<file path="config.mk">
export PLATFORM = sky130hd
export DESIGN_NAME = vital_sign_alarm_monitor
export DESIGN_NICKNAME = d
export VERILOG_FILES = /design/src/rtl/vital_sign_alarm_monitor.sv
export SDC_FILE = /design/constraint.sdc
export NUM_CORES = 1
export LEC_CHECK = 0
export ABC_AREA = 1
export ABC_CLOCK_PERIOD_IN_PS = 1700
export BUFFER_PORTS_ARGS = -buffer_cell sky130_fd_sc_hd__buf_4
export CAP_MARGIN = 20
export CORE_MARGIN = 4
export CORE_UTILIZATION = 25
export CTS_BUF_LIST = sky130_fd_sc_hd__clkbuf_2
export CTS_CLUSTER_SIZE = 30
export DETAILED_ROUTE_END_ITERATION = 7
export SLEW_MARGIN = 10
export SYNTH_ARGS = -nofsm -noshare
export SYNTH_HDL_FRONTEND = slang
export SYNTH_HIERARCHICAL = 1
export SYNTH_SLANG_ARGS = --single-unit
</file>
<file path="constraint.sdc">
create_clock -name clk -period 1.7 [get_ports clk]
set_input_delay 0.17 -clock clk [delete_from_list [all_inputs] [get_ports clk]]
set_output_delay 0.17 -clock clk [all_outputs]
set_load 0.01 [all_outputs]
</file>
<file path="src/rtl/vital_sign_alarm_monitor.sv">
// vital_sign_alarm_monitor
//   Watches NUM_CH sensor channels sampled under a shared valid strobe.
//   Each channel debounces out-of-range samples and drives a registered
//   alarm that is either latched until acknowledged (LATCH=1) or cleared by
//   the first valid normal sample (LATCH=0). A saturating counter per
//   channel counts alarm entries.
// Ports
//   clk, rst       clock; synchronous active-high reset
//   sample_valid   all channels carry a new sample this cycle
//   sample_data    channel i at [i*SAMPLE_W +: SAMPLE_W]
//   low_thresh     per-channel lowest normal value (inclusive)
//   high_thresh    per-channel highest normal value (inclusive)
//   alarm_ack      per-channel alarm acknowledge
//   count_clr      clears every event counter
//   alarm          per-channel registered alarm
//   any_alarm      OR of alarm bits
//   event_count    channel i at [i*CNT_W +: CNT_W], saturating

module vitalSignChannel #(
  parameter int SAMPLE_W = 8,
  parameter int DEBOUNCE = 3,
  parameter int LATCH    = 1,
  parameter int CNT_W    = 8
) (
  input  logic                clk,
  input  logic                rst,
  input  logic                sampleValid,
  input  logic [SAMPLE_W-1:0] data,
  input  logic [SAMPLE_W-1:0] low,
  input  logic [SAMPLE_W-1:0] high,
  input  logic                ack,
  input  logic                countClr,
  output logic                alarm,
  output logic [CNT_W-1:0]    eventCount
);
  localparam int RUN_W = $clog2(DEBOUNCE + 1);
  localparam logic [RUN_W-1:0] DEB = RUN_W'(DEBOUNCE);

  typedef enum logic [1:0] {NORMAL, SUSPECT, ALARM} stateT;

  stateT            stateQ, stateD;
  logic [RUN_W-1:0] runQ, runD, runInc;
  logic             abnormal, normalSample, enter;

  // low > high leaves no value in range, so every valid sample is abnormal.
  assign abnormal     = sampleValid & ((data < low) | (data > high));
  assign normalSample = sampleValid & ~abnormal;
  assign runInc       = runQ + 1'b1;

  always_comb begin
    stateD = stateQ;
    runD   = runQ;
    enter  = 1'b0;
    case (stateQ)
      NORMAL: begin
        if (abnormal) begin
          runD = RUN_W'(1);
          if (DEBOUNCE == 1) begin
            stateD = ALARM;
            enter  = 1'b1;
          end else begin
            stateD = SUSPECT;
          end
        end
      end
      SUSPECT: begin
        if (abnormal) begin
          runD = runInc;
          if (runInc == DEB) begin
            stateD = ALARM;
            enter  = 1'b1;
          end
        end else if (normalSample) begin
          // Abnormal samples must be consecutive; any normal one restarts.
          stateD = NORMAL;
          runD   = '0;
        end
      end
      ALARM: begin
        // Ack wins over a same-cycle sample; that sample is discarded.
        if (ack) begin
          stateD = NORMAL;
          runD   = '0;
        end else if (LATCH == 0 && normalSample) begin
          stateD = NORMAL;
          runD   = '0;
        end
      end
      default: begin
        stateD = NORMAL;
        runD   = '0;
      end
    endcase
  end

  always_ff @(posedge clk) begin
    if (rst) begin
      stateQ     <= NORMAL;
      runQ       <= '0;
      eventCount <= '0;
    end else begin
      stateQ <= stateD;
      runQ   <= runD;
      // Clear beats a coincident increment.
      if (countClr)
        eventCount <= '0;
      else if (enter && eventCount != {CNT_W{1'b1}})
        eventCount <= eventCount + 1'b1;
    end
  end

  assign alarm = (stateQ == ALARM);
endmodule

module vital_sign_alarm_monitor #(
  parameter int NUM_CH   = 4,
  parameter int SAMPLE_W = 8,
  parameter int DEBOUNCE = 3,
  parameter int LATCH    = 1,
  parameter int CNT_W    = 8
) (
  input  logic                       clk,
  input  logic                       rst,
  input  logic                       sample_valid,
  input  logic [NUM_CH*SAMPLE_W-1:0] sample_data,
  input  logic [NUM_CH*SAMPLE_W-1:0] low_thresh,
  input  logic [NUM_CH*SAMPLE_W-1:0] high_thresh,
  input  logic [NUM_CH-1:0]          alarm_ack,
  input  logic                       count_clr,
  output logic [NUM_CH-1:0]          alarm,
  output logic                       any_alarm,
  output logic [NUM_CH*CNT_W-1:0]    event_count
);
  for (genvar i = 0; i < NUM_CH; i++) begin : gCh
    vitalSignChannel #(
      .SAMPLE_W(SAMPLE_W),
      .DEBOUNCE(DEBOUNCE),
      .LATCH   (LATCH),
      .CNT_W   (CNT_W)
    ) uCh (
      .clk        (clk),
      .rst        (rst),
      .sampleValid(sample_valid),
      .data       (sample_data[i*SAMPLE_W +: SAMPLE_W]),
      .low        (low_thresh[i*SAMPLE_W +: SAMPLE_W]),
      .high       (high_thresh[i*SAMPLE_W +: SAMPLE_W]),
      .ack        (alarm_ack[i]),
      .countClr   (count_clr),
      .alarm      (alarm[i]),
      .eventCount (event_count[i*CNT_W +: CNT_W])
    );
  end

  assign any_alarm = |alarm;
endmodule

</file>
==> impl_metrics.json <==
{
  "drtIter0Drc": 122,
  "drive_gt1_share_pct": 28.3,
  "synth_area_leaders": "dfxtp_1, ha_1, nand2_1",
  "finalSetupTns_ns": 0,
  "critPathArrivalTime_ns": 1.96,
  "finalHoldViolCount": 0,
  "tightest_slew_ns": 0.530,
  "critical_path_class": "flip-flop to flip-flop",
  "fin_skew_ns": 0.0162,
  "cts.path.max_buffers": 2,
  "synth.net_count": 845,
  "ys_seq_area_share_pct": 22.5,
  "root_buffer": "clkbuf_2",
  "cp_common_cell": "nor3_4",
  "placed_cell_area_um2": 5770,
  "dr.max_layer_used": "met4",
  "synth-seq-cells": 48,
  "critPathMaxStageDelay_ns": 0.40,
  "grt.total_usage_pct": 10.9,
  "yosys-top-cells-count": "nand2_1, inv_1, nor2_1",
  "die_h_um": 139,
  "synth.avg_cell_area_um2": 6.35,
  "maxCapViolCount": 0,
  "synth_top_flop_cell": "dfxtp_1",
  "crit_path_cell_trace": "ha_2, inv_1, nor3_4, nand2_2, o21ai_4, nor3_4, buf_12, a21oi_2, nor2_1",
  "cpMaxStageDelayCell": "dfxtp_2",
  "finalInstanceArea_um2": 6030,
  "ant_nets": 0,
  "worstRegToRegCells": 9,
  "final_util_pct": 36.2,
  "finalMaxSlewViolations": 0,
  "min_from": "rst",
  "irDropWorstVdd_uv": 264,
  "slew_headroom_pct": 64.6,
  "p_total_mw": 2.97,
  "hold_ws_ns": 0.0413,
  "worst_setup_hold_path_clk_slew_ns": 0.26,
  "num_rows": 47,
  "worstSkewPairLatency_ns": 0.43,
  "min_period_over_period_pct": 94.5,
  "ctsHtreeMaxLevel": 2,
  "dp_slack_ns": -0.0652,
  "yosys_warnings": 6,
  "synth_area_um2": 4270,
  "gp_congestion": 0.796,
  "critPathTopFamily": "flip-flops",
  "min_path_type": "input port to flip-flop",
  "power.leakage_nw": 3.25,
  "powerDensity_nw_per_um2": 493,
  "cts_buffers": 5,
  "dr_wl_met3_um": 639,
  "cts_tree": "done",
  "status": "finished clean",
  "yosysMostFrequentCell": "nand2_1",
  "start_kind": "flip-flop",
  "grt_pass1_wl_um": 18300,
  "nFillCells": 1758,
  "port_buffers": 140,
  "place_hpwl_um": 9070,
  "yosys.area.top_type": "dfxtp_1",
  "ys_types": 22,
  "r2r-end": "gCh[0].uCh/eventCount[6]",
  "place_inst": 1058,
  "via_per_inst": 4.14,
  "die-area_um2": 19300,
  "synth_top_area_share_pct": 22.5,
  "ff_latch_area_um2": 977,
  "rr_startpoint": "gCh[0].uCh/eventCount[0]",
  "start_util_pct": 25.7,
  "layout_min_cycle_time_ns": 1.61,
  "grt_setup_unrepaired": "yes",
  "cts.sinks": 48,
  "hold_end": "gCh[2].uCh/stateQ[1]",
  "grt_pass1_vias": 4119,
  "antenna_found_initial": 1,
  "firstDrtPassIters": 4,
  "routedLengthMet1_um": 5140,
  "syn_inst": 673,
  "worst_slack_ns": 0.0939,
  "finalNonFillerCells": 1070,
  "setup_viol": 0,
  "dr_wl_met2_um": 4930,
  "r2r_slack_ns": 0.09,
  "final_nets": 1021,
  "fmax_mhz": 623,
  "wirelength_um": 10800,
  "synth_edf_count": 0,
  "pin_count": 141,
  "avgRoutedWirePerCell_um": 10.1,
  "critPathBufInv": 2,
  "grt_max_degree": 21,
  "crit_fanout": 12,
  "cp_data_required_time_ns": 2.05,
  "multi_input_area_um2": 2810,
  "min_path_cells": 2,
  "worstSetupEndpointType": "flip-flop",
  "async_flop_share_pct": 0,
  "vias": 4427,
  "gr-total-overflow": 0,
  "die_w_um": 139,
  "drc": 0,
  "synthToLayoutAreaGrowth_pct": 41.0,
  "coreArea_um2": 16600
}
-- layer usage --
| metal | track usage (%) | up-vias |
|---|---|---|
| met5 | 0 | - |
| met4 | 2.32 | 0 |
| met3 | 2.38 | 5 |
| met2 | 18.1 | 91 |
| met1 | 14.6 | 1872 |
| li1 | - | 2459 |
-- state kept, by name (all words and copies together), names as in the netlist --
signal and cells:
gCh.uCh/eventCount 32, gCh.uCh/runQ 8, gCh.uCh/stateQ 8
-- cells in the final DEF (no fill, tap or decap), drive strengths merged --
| master | netlist | final |
|---|---|---|
| a21o | 4 | 4 |
| dfxtp | 48 | 48 |
| bufinv | 0 | 2 |
| diode | 0 | 1 |
| buf | 4 | 169 |
| o21a | 4 | 4 |
| dlygate4sd3 | 0 | 4 |
| nor2 | 82 | 82 |
| o21ai | 16 | 16 |
| xor2 | 3 | 3 |
| nor3 | 11 | 11 |
| ha | 68 | 68 |
| nand3 | 24 | 24 |
| inv | 146 | 146 |
| clkbuf | 0 | 5 |
| a21oi | 52 | 52 |
| nand4 | 17 | 17 |
| xnor2 | 1 | 1 |
| nand2 | 185 | 185 |
| a21boi | 8 | 8 |
-- cell type report --
cell class | instances | share of cell area (%)
Sequential cell | 48 | 16.2
Timing Repair Buffer | 173 | 22.1
Multi-Input combinational cell | 475 | 46.5
Tap cell | 220 | 4.57
Inverter | 146 | 9.09
Clock inverter | 2 | 0.996
Antenna cell | 1 | 0.0415
Clock buffer | 5 | 0.415
-- worst max path at each step --
stage | startpoint | slack, ns | cells after the start | end
5_1_grt | gCh[2].uCh/eventCount[0] | -0.03 | 10 | gCh[2].uCh/eventCount[2]
2_1_floorplan | gCh[0].uCh/eventCount[1] | 0.1 | 9 | gCh[0].uCh/eventCount[4]
6_report | gCh[0].uCh/eventCount[0] | 0.09 | 9 | gCh[0].uCh/eventCount[6]
3_3_place_gp | sample_data[3] | -0.04 | 16 | gCh[0].uCh/eventCount[4]
3_5_place_dp | sample_data[27] | -0.07 | 15 | gCh[3].uCh/eventCount[6]
4_1_cts | gCh[1].uCh/eventCount[1] | 0.04 | 9 | gCh[1].uCh/eventCount[2]
-- what timing repair did --
action / in CTS / in global routing
resized for setup: 3 / 32
endpoints found under the hold margin: 4 / 0
pin swaps: 0 / 12
hold buffers: 4 / 0
setup endpoints to repair: 12 / 32
setup buffers: 0 / 2
-- worst register-to-register path, cell delays in order (launching register included) --
cell     delay (ns)
dfxtp_2        0.40
ha_2           0.20
inv_1          0.08
nor3_4         0.17
nand2_2        0.11
o21ai_4        0.19
nor3_4         0.07
buf_12         0.14
a21oi_2        0.11
nor2_1         0.06
-- power by group --
group / internal (mW) / switching [mW]
Clock: 0.388 / 0.379
Sequential: 1.18 / 0.0283
Combinational: 0.468 / 0.532
-- cells by family after synthesis --
kind of cell | after synthesis | share of synthesized area, %
and+or+nand+nor | 319 | 31.3
buffers and inverters | 150 | 13.9
xor gates and xnor gates | 4 | 0.820
AOI/OAI and AO/OA | 84 | 11.6
adders and majority gates | 68 | 19.9
DFF | 48 | 22.5
(Power assumes the default switching activity.)
